[src/rtl/rv32im_div_unit.sv]
// rtl/rv32im_div_unit.sv - iterative RV32M divide/remainder unit
// Restoring division over operand magnitudes, BPC quotient bits per cycle, sign fixup at the end.
module rv32im_div_unit #(
  parameter int WIDTH = 32,
  parameter int BPC   = 1
) (
  input  logic             clk_i,
  input  logic             rst_ni,
  input  logic             start_i,
  input  logic [1:0]       op_i,
  input  logic             abort_i,
  input  logic [WIDTH-1:0] a_i,
  input  logic [WIDTH-1:0] b_i,
  output logic             busy_o,
  output logic             valid_o,
  output logic [WIDTH-1:0] result_o,
  output logic             dbz_o,
  output logic             ovf_o
);

  localparam int ITERS = WIDTH / BPC;
  localparam int CW    = (ITERS > 1) ? $clog2(ITERS) : 1;
  localparam logic [WIDTH-1:0] MOST_NEG = {1'b1, {(WIDTH-1){1'b0}}};

  typedef enum logic [1:0] {IDLE, CALC, FIXUP, DONE} state_e;

  state_e           state_q, state_d;
  logic [CW-1:0]    cnt_q, cnt_d;
  logic             rem_sel_q, rem_sel_d;
  logic             qneg_q, qneg_d;
  logic             rneg_q, rneg_d;
  logic [WIDTH-1:0] quo_q, quo_d;
  logic [WIDTH-1:0] rem_q, rem_d;
  logic [WIDTH-1:0] dvs_q, dvs_d;
  logic [WIDTH-1:0] result_q, result_d;
  logic             busy_q, busy_d;
  logic             valid_q, valid_d;
  logic             dbz_q, dbz_d;
  logic             ovf_q, ovf_d;

  logic             signed_op, a_neg, b_neg, b_zero, ovf_case, accept;
  logic [WIDTH-1:0] a_mag, b_mag, quo_fix, rem_fix;
  logic [WIDTH-1:0] step_quo, step_rem;
  logic [WIDTH:0]   acc, trial;

  always_comb begin
    signed_op = ~op_i[0];
    a_neg     = signed_op & a_i[WIDTH-1];
    b_neg     = signed_op & b_i[WIDTH-1];
    a_mag     = a_neg ? (~a_i + 1'b1) : a_i;
    b_mag     = b_neg ? (~b_i + 1'b1) : b_i;
    b_zero    = (b_i == '0);
    ovf_case  = signed_op & (a_i == MOST_NEG) & (&b_i);
    accept    = ((state_q == IDLE) || (state_q == DONE)) & start_i & ~abort_i;
    quo_fix   = qneg_q ? (~quo_q + 1'b1) : quo_q;
    rem_fix   = rneg_q ? (~rem_q + 1'b1) : rem_q;
  end

  // Partial remainder stays below the divisor, so WIDTH bits hold it between steps;
  // the shifted trial value needs WIDTH+1.
  always_comb begin
    step_quo = quo_q;
    step_rem = rem_q;
    acc      = '0;
    trial    = '0;
    for (int i = 0; i < BPC; i++) begin
      acc      = {step_rem, step_quo[WIDTH-1]};
      trial    = acc - {1'b0, dvs_q};
      step_quo = {step_quo[WIDTH-2:0], ~trial[WIDTH]};
      step_rem = trial[WIDTH] ? acc[WIDTH-1:0] : trial[WIDTH-1:0];
    end
  end

  always_comb begin
    state_d   = state_q;
    cnt_d     = cnt_q;
    rem_sel_d = rem_sel_q;
    qneg_d    = qneg_q;
    rneg_d    = rneg_q;
    quo_d     = quo_q;
    rem_d     = rem_q;
    dvs_d     = dvs_q;
    result_d  = result_q;
    dbz_d     = dbz_q;
    ovf_d     = ovf_q;
    valid_d   = 1'b0;

    case (state_q)
      IDLE, DONE: begin
        state_d = IDLE;
        if (accept) begin
          rem_sel_d = op_i[1];
          qneg_d    = a_neg ^ b_neg;
          rneg_d    = a_neg;
          if (b_zero) begin
            result_d = op_i[1] ? a_i : '1;
            dbz_d    = 1'b1;
            ovf_d    = 1'b0;
            valid_d  = 1'b1;
            state_d  = DONE;
          end else if (ovf_case) begin
            result_d = op_i[1] ? '0 : a_i;
            dbz_d    = 1'b0;
            ovf_d    = 1'b1;
            valid_d  = 1'b1;
            state_d  = DONE;
          end else begin
            quo_d   = a_mag;
            rem_d   = '0;
            dvs_d   = b_mag;
            cnt_d   = '0;
            state_d = CALC;
          end
        end
      end
      CALC: begin
        quo_d = step_quo;
        rem_d = step_rem;
        cnt_d = cnt_q + 1'b1;
        if (cnt_q == CW'(ITERS - 1)) begin
          cnt_d   = '0;
          state_d = FIXUP;
        end
      end
      FIXUP: begin
        result_d = rem_sel_q ? rem_fix : quo_fix;
        dbz_d    = 1'b0;
        ovf_d    = 1'b0;
        valid_d  = 1'b1;
        state_d  = DONE;
      end
      default: state_d = IDLE;
    endcase

    // A flush leaves the last delivered result visible.
    if (abort_i) begin
      state_d  = IDLE;
      cnt_d    = '0;
      valid_d  = 1'b0;
      result_d = result_q;
      dbz_d    = dbz_q;
      ovf_d    = ovf_q;
    end

    busy_d = (state_d == CALC) || (state_d == FIXUP);
  end

  always_ff @(posedge clk_i) begin
    if (!rst_ni) begin
      state_q   <= IDLE;
      cnt_q     <= '0;
      rem_sel_q <= 1'b0;
      qneg_q    <= 1'b0;
      rneg_q    <= 1'b0;
      quo_q     <= '0;
      rem_q     <= '0;
      dvs_q     <= '0;
      result_q  <= '0;
      busy_q    <= 1'b0;
      valid_q   <= 1'b0;
      dbz_q     <= 1'b0;
      ovf_q     <= 1'b0;
    end else begin
      state_q   <= state_d;
      cnt_q     <= cnt_d;
      rem_sel_q <= rem_sel_d;
      qneg_q    <= qneg_d;
      rneg_q    <= rneg_d;
      quo_q     <= quo_d;
      rem_q     <= rem_d;
      dvs_q     <= dvs_d;
      result_q  <= result_d;
      busy_q    <= busy_d;
      valid_q   <= valid_d;
      dbz_q     <= dbz_d;
      ovf_q     <= ovf_d;
    end
  end

  assign busy_o   = busy_q;
  assign valid_o  = valid_q;
  assign result_o = result_q;
  assign dbz_o    = dbz_q;
  assign ovf_o    = ovf_q;

endmodule

[config.mk]
export PLATFORM = sky130hd
export DESIGN_NAME = rv32im_div_unit
export DESIGN_NICKNAME = d
export VERILOG_FILES = /design/src/rtl/rv32im_div_unit.sv
export SDC_FILE = /design/constraint.sdc
export NUM_CORES = 1
export LEC_CHECK = 0
export BUFFER_PORTS_ARGS = -buffer_cell sky130_fd_sc_hd__clkbuf_2
export CAP_MARGIN = 5
export CORE_MARGIN = 1.5
export CORE_UTILIZATION = 55
export CTS_CLUSTER_SIZE = 12
export DETAILED_ROUTE_END_ITERATION = 8
export PLACE_DENSITY = 0.72
export SETUP_SLACK_MARGIN = 0.4
export SYNTH_ARGS = -nofsm -noshare
export SYNTH_HDL_FRONTEND = slang
export SYNTH_SLANG_ARGS = --single-unit
[constraint.sdc]
create_clock -name clk_i -period 5.3 [get_ports clk_i]
set_input_delay 0.795 -clock clk_i [delete_from_list [all_inputs] [get_ports clk_i]]
set_output_delay 0.795 -clock clk_i [all_outputs]
set_load 0.005 [all_outputs]
# --- Word level (Yosys, flattened, before mapping) ---
# Cells that the tools add are included.
totals:
  input_bits: 70
  regBits: 142
  output_inout_bits: 36
  elab_cells: 103
op_classes:
  eq_ne: 11
  n_bitwise: 17
  addsub: 6
  n_reduce_logical: 13
  muxes: 43
op_table:
  columns: ["cell", "n"]
  rows:
  - ["32-bit 2-to-1 mux", 17]
  - ["32-bit case mux with 2 select lines", 3]
  - ["32-bit by 1-bit adder with 32-bit output, second input constant", 4]
  - ["32-bit inverter", 4]
  - ["33-bit by 32-bit subtractor with 33-bit output", 1]
  - ["32-bit equality test, second input constant", 1]
  - ["32-bit logical NOT", 1]
  - ["32-bit AND reduction", 1]
  - ["5-bit 2-to-1 mux", 4]
  - ["4-bit AND reduction", 3]
  - ["2-bit 2-to-1 mux", 5]
  - ["5-bit case mux with 2 select lines", 1]
  - ["1-bit 2-to-1 mux", 9]
  - ["1-bit AND", 6]
  - ["2-bit equality test, second input constant", 3]
  - ["2-bit inequality test, second input constant", 3]
  - ["1-bit inverter", 6]
  - ["1-bit case mux with 2 select lines", 3]
  - ["2-bit case mux with 3 select lines", 1]
  - ["5-bit by 1-bit adder with 5-bit output, second input constant", 1]
  - ["5-bit equality test, second input constant", 1]
  - ["2-bit by 1-bit equality test with 1-bit output, second input constant", 2]
  - ["2-bit nonzero test", 2]
  - ["2-bit OR reduction", 2]
  - ["5 further kinds", 6]

# --- Depth between registers and ports, before layout ---
# Gate-level depths: netlist of run 1.
logic_depth:
  word_depth: 10
  mapped_depth: 14
  ltp_nobuf: 12

# --- Least setup slack after synthesis of run 1 ---
# OpenSTA, ideal clock, no wires.
synth_path:
  path_type: "in2reg"
  startpoint: "input port a_i[16]"
  endpoint: "register quo_q[20]"
  setup_ns: 0.128
  required_ns: 5.172
  arrival_ns: 3.433
  stages: 10
  n_path_buf: 2
  slack_ns: 1.739
  cell_sequence: "or4_1 -> or4_1 -> or4_4 -> o22ai_4 -> nor2_2 -> a21oi_4 -> buf_4 -> buf_6 -> mux2i_1 -> nor2_1"
synth_between:
  elab_chain_len: 7
  elab_cells_between_ends: 12
  classes_between: "add/sub (1); eq/ne (2); mux (5); bitwise (3); reduce/logical (1)"
synth_rtl:
  columns: ["element", "line", "text"]
  rows:
  - ["start, declared", "12", "input logic [WIDTH-1:0] a_i,"]
  - ["32-bit inverter", "50", "a_mag = a_neg ? (~a_i + 1'b1) : a_i;"]
  - ["32-bit by 1-bit adder with 32-bit output", "50", null]
  - ["32-bit 2-to-1 mux", "50", null]
  - ["32-bit 2-to-1 mux", "101", "end else if (ovf_case) begin"]
  - ["32-bit 2-to-1 mux", "95", "if (b_zero) begin"]
  - ["32-bit 2-to-1 mux", "91", "if (accept) begin"]
  - ["32-bit case mux with 2 select lines", "88", "case (state_q)"]
  - ["end signal, assigned", "169", "quo_q <= quo_d;"]
  - ["end, declared", "32", "logic [WIDTH-1:0] quo_q, quo_d;"]
# Parallel ways exist; a longest one is shown, timed or not. The select of a mux whose other input is x is not followed.
# A chain may end at the register's enable or synchronous reset.

# --- Worst setup path after layout of run 1 ---
layout_path:
  startpoint: "input port a_i[10]"
  endpoint: "register result_q[8] (netlist: result_o[8])"
layout_between:
  elab_chain_len: 5
layout_rtl:
  columns: ["element", "line", "text"]
  rows:
  - ["32-bit equality test", "53", "ovf_case = signed_op & (a_i == MOST_NEG) & (&b_i);"]
  - ["1-bit AND (2 in a row)", "53", null]
  - ["3-bit inequality test (no line)", null, null]
  - ["4-bit AND reduction (no line)", null, null]
  - ["end signal, assigned", "172", "result_q <= result_d;"]
  - ["end, declared", "35", "logic [WIDTH-1:0] result_q, result_d;"]
# Every way passes these cells.

==> impl_metrics.toml, run 1 <==
[run_status]
status = "completed"

[critical_path]
endpoint_kind = "register"
crit_path_start_kind = "primary input"
crit_arrival_ns = 4.24
reg2reg_to = "rem_q[17]"
ff2ff_path_depth = 13
crit-reg2reg-launch = "quo_q[31]"
required_ns = 5.62
worstPathMaxFanout = 30
worstSetupPathType = "in2reg"
timing.reg2reg.setup_slack_ns = 1.39

[cts]
clock_path_buffers = 2
root_buffer = "clkbuf_16"
path_clk_slew_ns = 0.07
htree_levels = 4
clk_latency_ns = 0.43
cts_tree = "done"
post_cts_buffers = 0
post_cts_resized = 0
cts_inserted_buffers = 17
cts_sinks = 142
hold_buffers = 0

[synthesis]
ys_seq_area_frac = 0.2594
syn_area_um2 = 10960
syn_nets = 1581
synth_cells = 1469
ys_types = 70
synth_edf_count = 0
synth_ff_type = "dfxtp_1"
yosys_warnings = 0
avgSynthCellArea_um2 = 7.461
synth-seq-cells = 142
synthArstFlopShare = 0

[route]
ant_nets = 0
drc = 0
firstDrtPassIters = 6
via_per_inst = 6.059
vias = 10828
finalWirelength_mm = 31.45
wire_per_inst_um = 17.60
first_iter_violations = 715

[sta]
grt_setup_unrepaired = "false"
skew_ns = 0.01260
hold_viol = 0
fmax_mhz = 255.3
max-slew-margin-rel = 0.2523
finalCritPeriodShare = 0.7390
period_minus_slack_ns = 3.917
tightest_slew_ns = 1.121
hold_slack_ns = 0.4722
setup_viol = 0
fin_ws_ns = 1.383
drv_slew = 0
totalNegativeSetupSlack_ns = 0

[final_layout]
instances_no_fill = 1787
antenna_cells = 0
drive_above_1_share = 0.1104
syn_to_final_growth_pct = 10.96
utilization = 0.6228
fillers = 1839
layout_common_cells = "182 x nor2_1, 153 x nand2_1, 142 x dfxtp_1, 105 x clkbuf_2, 101 x a21oi_1"
layout_commonest_cell = "nor2_1"
final_nets = 1621

[floorplan]
initial_core_util = 0.5613
die_h_um = 144.2
die_area_um2 = 20780
coreArea_um2 = 19530
die_w_um = 144.2
pin_count = 106
rows = 51

[placed_design]
portBuffers = 105
dp.cells = 1755
gp_congestion = 0.9295
place_ws_ns = 1.029
hpwl_mm = 23.07

[worst_hold_path]
hp-class = "reg2reg"
hold_depth = 2
holdPathEnd = "result_o[21]"
hp-start = "result_o[21]"

[grt]
grt_usage = 0.3060
grt_max_degree = 72
grt-ovfl-total = 0
antenna_found_initial = 0
grt_pass1_wl_mm = 50.05
first_global_vias = 9607

[flow_run]
maxCapViolations = 0

[pwr]
vdd_drop_max_uv = 235.4
power_density_nw_per_um2 = 241.4
leakagePower_nw = 4.975
## layer usage
layer	vias to the layer above	GRT usage	wire length [um]
met4	0	0.1090	751
met3	49	0.05033	1665
met1	5071	0.4231	14990
li1	5372	-	-
met5	-	0	0
met2	336	0.4802	14040
## state kept, by name (all words and copies together) (netlist names), 2 cells and up
signal    cells
cnt_q         5
dvs_q        32
quo_q        32
rem_q        32
result_o     32
state_q       2
## cell type report
type | count | area, um^2 | area share
Multi-Input combinational cell | 1168 | 7497 | 0.6165
Sequential cell | 142 | 2843 | 0.2337
Timing Repair Buffer | 119 | 655.6 | 0.05391
Clock buffer | 20 | 446.7 | 0.03673
Tap cell | 265 | 331.6 | 0.02726
Inverter | 61 | 229.0 | 0.01883
Clock inverter | 12 | 158.9 | 0.01307
## critical path: stages
cell and delay, ns:
clkbuf_2 0.11, or4_4 0.56, or4_1 0.63, or4_4 0.64, o22ai_4 0.24, nand3_2 0.17
a21oi_4 0.54, buf_12 0.25, nor2_1 0.05, a311oi_1 0.23
## power by group
group | total [mW] | switching, mW | leakage [nW] | internal (mW)
logic | 0.537 | 0.324 | 3.53 | 0.213
registers | 1.14 | 0.0414 | 1.15 | 1.10
clock network | 1.26 | 0.500 | 0.291 | 0.757
## synthesized netlist by cell type (3+ instances only)
library cell  instances  share of area
buf_4                 6         0.0041
nor2b_1              11         0.0063
buf_2                10         0.0046
a211o_1               3         0.0024
maj3_1               28          0.026
o21ai_1              18         0.0082
buf_1                 3         0.0010
nor2_1              182          0.062
a21oi_1             102          0.047
or4_1                24          0.016
nand3_1              25          0.011
or3_1                12         0.0068
xor2_1               72          0.058
dfxtp_1             142           0.26
ha_1                 41          0.047
a21o_1               14         0.0096
a211oi_1             43          0.029
a311oi_1             15          0.012
and2_1                6         0.0034
a32oi_1               5         0.0040
xnor2_1              73          0.058
o221ai_1              4         0.0032
and3_1                7         0.0040
clkbuf_1             77          0.026
o22ai_1               6         0.0034
o41ai_1              21          0.017
nand2b_1              7         0.0040
nor4_1               13         0.0074
mux2i_1              41          0.037
o21bai_1              4         0.0027
nand4_1              13         0.0074
o21ai_0              91          0.042
nor3_1               25          0.011
inv_1                60          0.021
o31ai_1              29          0.020
nand2_1             153          0.052
a221oi_1              3         0.0024
o211ai_1             32          0.022
o21a_1                4         0.0027
a31oi_1               6         0.0034
## cell families after synthesis
group | synth area share
AND/OR/NAND/NOR | 0.2082
adder cells (fa/ha/maj) | 0.07420
flip-flops | 0.2594
buffers and inverters | 0.05902
multiplexers | 0.03950
XOR/XNOR | 0.1159
AO/OA/AOI/OAI | 0.2438
## through the flow
step	total power [mW]	instance area, um^2
2_1_floorplan	1.537	10960
3_3_place_gp	1.683	11560
3_5_place_dp	1.689	11560
4_1_cts	2.944	12160
5_1_grt	3.054	12160
6_report	2.936	12160
## worst max path at each step
| stage | from | end | slack, ns | depth (start not counted) |
|---|---|---|---|---|
| after floorplan | a_i[16] | quo_q[20] | 1.74 | 10 |
| after global placement | a_i[10] | result_o[29] | 1.13 | 10 |
| after detailed placement | a_i[10] | result_o[8] | 1.03 | 10 |
| after CTS | quo_q[31] | rem_q[17] | 1.43 | 13 |
| after global routing | quo_q[31] | rem_q[11] | 1.09 | 13 |
| final | a_i[10] | result_o[8] | 1.38 | 10 |
Note: power is estimated with default switching activity, not from simulation.
==> inputs of run 2 (changes only) <==
--- a/config.mk
+++ b/config.mk
@@ -11,7 +11,7 @@
 export CORE_UTILIZATION = 55
 export CTS_CLUSTER_SIZE = 12
 export DETAILED_ROUTE_END_ITERATION = 8
-export PLACE_DENSITY = 0.72
+export PLACE_DENSITY = 0.75
 export SETUP_SLACK_MARGIN = 0.4
 export SYNTH_ARGS = -nofsm -noshare
 export SYNTH_HDL_FRONTEND = slang
==> constraint.sdc (replaced) <==
create_clock -name clk_i -period 3.2 [get_ports clk_i]
set_input_delay 0.48 -clock clk_i [delete_from_list [all_inputs] [get_ports clk_i]]
set_output_delay 0.48 -clock clk_i [all_outputs]
set_load 0.005 [all_outputs]
==> impl_metrics.toml, run 2 (synthesis results as in run 1) <==
[grt]
grt_pass1_wl_mm = 58.60
antenna_found_initial = 1
grt_usage = 0.3563
grt-ovfl-total = 0
grt_max_degree = 83
first_global_vias = 11420

[floorplan]
die_h_um = 144.2
pin_count = 106
coreArea_um2 = 19530
die_w_um = 144.2
die_area_um2 = 20780
rows = 51
initial_core_util = 0.5613

[cts]
root_buffer = "clkbuf_16"
clk_latency_ns = 0.43
path_clk_slew_ns = 0.06
hold_buffers = 0
cts_sinks = 142
htree_levels = 4
cts_tree = "done"
cts_inserted_buffers = 17
clock_path_buffers = 2

[route]
drc = 0
finalWirelength_mm = 39.52
first_iter_violations = 1414
vias = 12564
firstDrtPassIters = 6
ant_nets = 0
via_per_inst = 6.473
wire_per_inst_um = 20.36

[critical_path]
cp_num_buf_inv = 4
cp_slowest_cell = "or4_4"
crit-reg2reg-launch = "quo_q[15]"
worstSetupPathType = "in2reg"
crit_path_start_kind = "primary input"
endpoint_kind = "register"
worstPathMaxFanout = 8
path_delay_family = "simple AND/OR/NAND/NOR gates"
required_ns = 3.55
slowest_delay_ns = 0.60
reg2reg_to = "result_o[27]"
ff2ff_path_depth = 8
timing.reg2reg.setup_slack_ns = 0.22
crit_arrival_ns = 3.41
cp_cell_sequence = "buf_6 -> or4_4 -> or4_4 -> or4_4 -> o22ai_4 -> buf_6 -> nor2_4 -> a21oi_4 -> and2_4 -> buf_6 -> clkbuf_16 -> nand2_2 -> o21ai_1"

[sta]
finalCritPeriodShare = 0.9555
fmax_mhz = 327.1
max-slew-margin-rel = 0.2781
hold_viol = 0
setup_viol = 0
totalNegativeSetupSlack_ns = 0
period_minus_slack_ns = 3.058
skew_ns = 0.01006
drv_slew = 0
grt_setup_unrepaired = "true"
tightest_slew_ns = 1.082

[pwr]
p_clk_frac = 0.398
leakagePower_nw = 6.153
power_density_nw_per_um2 = 356.8
p_comb_frac = 0.241
power_switching_mw = 1.620
pwr-share-seq = 0.361
p_int_mw = 3.625
p_sw_frac = 0.3089
vdd_drop_max_uv = 397.4
fin_total_pwr_mw = 5.245

[final_layout]
instances_no_fill = 1941
layout_common_cells = "153 x nor2_1, 131 x nand2_1, 128 x buf_4, 127 x dfxtp_1, 104 x clkbuf_2"
fillers = 1344
final_nets = 1776
syn_to_final_growth_pct = 34.12
drive_above_1_share = 0.3057
layout_commonest_cell = "nor2_1"

[worst_hold_path]
holdPathEnd = "dvs_q[1]"
hp-start = "b_i[1]"
hp-class = "in2reg"
hold_depth = 3

[placed_design]
gp_congestion = 0.9186
hpwl_mm = 24.41
portBuffers = 105
dp.cells = 1846

[run_status]
status = "completed"

[flow_run]
maxCapViolations = 0
==> run 2: cell count changes in the layout (fill, tap and decap cells not counted), sizes merged <==
| cell | previous run | this run |
|---|---|---|
| clkinvlp | 2 | 3 |
| clkinv | 5 | 4 |
| diode | 0 | 1 |
| buf | 14 | 165 |
| clkbuf | 125 | 127 |
==> run 2: power groups by stage <==
stage	clock [mW]	sequential (mW)	combinational, mW
after floorplan	0	1.90	0.660
after global placement	0	1.91	0.943
after detailed placement	0	1.92	0.957
after CTS	2.07	1.88	1.11
after global routing	2.15	1.90	1.35
final	2.09	1.89	1.26
==> run 2: how the worst max path moves through the flow <==
| stage | cells past startpoint | from | to |
|---|---|---|---|
| floorplan | 11 | a_i[10] | dbz_o |
| global placement | 10 | a_i[16] | result_o[24] |
| detailed placement | 10 | a_i[16] | result_o[29] |
| CTS | 13 | a_i[16] | rem_q[12] |
| global route | 15 | a_i[0] | rem_q[12] |
| finish | 13 | a_i[16] | rem_q[12] |
==> run 2: area by class of cell <==
cell class / count / area (um^2) / share of cell area
timing repair buffer: 274 / 2198 / 0.1495
antenna: 1 / 2.502 / 0.0001702
clock buffer: 18 / 439.2 / 0.02987
tap: 265 / 331.6 / 0.02256
sequential: 142 / 2869 / 0.1952
inverter: 61 / 234.0 / 0.01592
multi-input combinational: 1168 / 8464 / 0.5758
clock inverter: 12 / 161.4 / 0.01098
==> run 2: per-layer routing <==
layer	up-vias	track usage	share of wire	routed length, um
li1	5670	-	-	-
met1	5868	0.4381	0.39	15340
met2	820	0.5888	0.46	18240
met3	206	0.07649	0.097	3814
met4	0	0.1776	0.054	2128
met5	-	0	0	0
==> run 2: what timing repair did <==
action / CTS / global route
pin swaps: 39 / 52
buffers inserted: 41 / 13
gates cloned: 5 / 5
endpoints found under the setup margin: 96 / 136
gates resized for setup: 133 / 159
==> run 2: through the flow <==
step | hold slack [ns] | cell area [um^2] | worst slack [ns] | utilization
floorplan | 0.4505 | 11070 | 0.04120 | -
global placement | 0.4516 | 12310 | -0.2349 | 0.6306
detailed placement | 0.4593 | 12310 | -0.2452 | 0.6306
CTS | 0.3603 | 13900 | 0.2871 | 0.7118
global route | 0.3779 | 14700 | 0.09436 | 0.7527
finish | 0.3660 | 14700 | 0.1424 | 0.7529
==> run 2: tightest hold or removal path, delay by kind of cell <==
kind / cells / cell delay (ns)
compound gates: 1 / 0.07
buf+inv: 1 / 0.13
simple gates: 1 / 0.07
==> inputs of run 3 (changes only) <==
--- a/config.mk
+++ b/config.mk
@@ -11,7 +11,7 @@
 export CORE_UTILIZATION = 55
 export CTS_CLUSTER_SIZE = 12
 export DETAILED_ROUTE_END_ITERATION = 8
-export PLACE_DENSITY = 0.75
+export PLACE_DENSITY = 0.72
 export SETUP_SLACK_MARGIN = 0.4
 export SYNTH_ARGS = -nofsm -noshare
 export SYNTH_HDL_FRONTEND = slang
==> constraint.sdc (replaced) <==
create_clock -name clk_i -period 3.5 [get_ports clk_i]
set_input_delay 0.525 -clock clk_i [delete_from_list [all_inputs] [get_ports clk_i]]
set_output_delay 0.525 -clock clk_i [all_outputs]
set_load 0.005 [all_outputs]
==> impl_metrics.toml, run 3 (synthesis results as in run 1) <==
[run_status]
status = "completed"

[sta]
max-slew-margin-rel = 0.2807
tightest_slew_ns = 1.078
finalCritPeriodShare = 0.8745
fin_ws_ns = 0.4394
setup_viol = 0
skew_ns = 0.01178
hold_viol = 0
hold_slack_ns = 0.4082
period_minus_slack_ns = 3.061
totalNegativeSetupSlack_ns = 0
fmax_mhz = 326.7
grt_setup_unrepaired = "true"
drv_slew = 0

[cts]
cts_tree = "done"
root_buffer = "clkbuf_16"
htree_levels = 4
clock_path_buffers = 2
path_clk_slew_ns = 0.07
cts_sinks = 142
hold_buffers = 0
clk_latency_ns = 0.44
cts_inserted_buffers = 17

[grt]
grt_pass1_wl_mm = 51.14
use_met3 = 0.04768
first_global_vias = 9846
grt-ovfl-total = 0
busiest_layer = "met2"
met1_usage = 0.4337
grt_usage = 0.3134
grt_max_degree = 63
antenna_found_initial = 0
grt_use_met2 = 0.5049

[floorplan]
die_h_um = 144.2
pin_count = 106
rows = 51
die_w_um = 144.2
coreArea_um2 = 19530
initial_core_util = 0.5613
die_area_um2 = 20780

[critical_path]
crit_arrival_ns = 3.42
worstPathMaxFanout = 6
crit-reg2reg-launch = "quo_q[16]"
required_ns = 3.86
reg2reg_to = "result_o[29]"
worstSetupPathType = "reg2reg"
ff2ff_path_depth = 9
endpoint_kind = "register"
crit_path_start_kind = "register"
timing.reg2reg.setup_slack_ns = 0.44

[placed_design]
portBuffers = 105
gp_congestion = 0.9573
place_ws_ns = 0.06039
dp.cells = 1801
hpwl_mm = 24.21

[route]
finalWirelength_mm = 33.09
ant_nets = 0
wire_per_inst_um = 17.99
vias = 11202
firstDrtPassIters = 5
drc = 0
first_iter_violations = 923
via_per_inst = 6.088

[final_layout]
layout_commonest_cell = "nor2_1"
final_nets = 1674
drive_above_1_share = 0.1663
instances_no_fill = 1840
layout_common_cells = "182 x nor2_1, 153 x nand2_1, 137 x dfxtp_1, 105 x clkbuf_2, 98 x a21oi_1"
syn_to_final_growth_pct = 17.42
fillers = 1745
antenna_cells = 0
utilization = 0.6591

[worst_hold_path]
hold_depth = 2
hp-start = "abort_i"
holdPathEnd = "state_q[0]"
hp-class = "in2reg"

[pwr]
power_density_nw_per_um2 = 344.0
leakagePower_nw = 5.341
vdd_drop_max_uv = 356.5

[flow_run]
maxCapViolations = 0
## run 3: area by class of cell
| class | instances | area, um^2 | share of cell area |
|---|---|---|---|
| clock buffer | 19 | 442.9 | 0.03442 |
| clock inverter | 13 | 130.1 | 0.01011 |
| inverter | 61 | 229.0 | 0.01779 |
| multi-input combinational | 1168 | 7669 | 0.5959 |
| sequential | 142 | 2849 | 0.2214 |
| tap | 265 | 331.6 | 0.02576 |
| timing repair buffer | 172 | 1219 | 0.09469 |
## run 3: stage by stage
step           power, mW  area, um^2
2_1_floorplan      2.335       11050
3_3_place_gp       2.585       12000
3_5_place_dp       2.596       12000
4_1_cts            4.387       12660
5_1_grt            4.592       12870
6_report           4.427       12870
## run 3: how the worst max path moves through the flow
stage	start	endpoint	slack (ns)
2_1_floorplan	a_i[10]	dbz_o	0.30
3_3_place_gp	a_i[16]	result_o[29]	0.11
3_5_place_dp	a_i[16]	result_o[26]	0.06
4_1_cts	rem_q[0]	quo_q[0]	0.40
5_1_grt	rem_q[13]	rem_q[27]	0.33
6_report	quo_q[16]	result_o[29]	0.44
## run 3: layer usage
| layer | vias up | part of all wire | wire (um) |
|---|---|---|---|
| li1 | 5476 | - | - |
| met1 | 5291 | 0.46 | 15330 |
| met2 | 386 | 0.46 | 15060 |
| met3 | 49 | 0.063 | 2071 |
| met4 | 0 | 0.019 | 630 |
| met5 | - | 0 | 0 |
## run 3: what timing repair did
action	4_1_cts	5_1_grt
endpoints found under the setup margin	38	40
buffers inserted	1	2
cloned	1	3
resized for setup	16	29
pin swaps	4	5
## run 3: power breakdown
part           switching (mW)  leakage (nW)  internal, mW  total [mW]
sequential             0.0649          1.16          1.67        1.73
combinational           0.525          3.92         0.374       0.900
clock                   0.786         0.268          1.01        1.80
## run 3: worst max-delay path, stage by stage (launching register included)
cell       delay [ns]
dfxtp_1          0.40
or4_1            0.56
or4_1            0.48
or4b_4           0.55
o31ai_2          0.23
xnor2_1          0.17
nor2_1           0.08
a2111oi_2        0.34
a21oi_1          0.07
o21ai_1          0.12
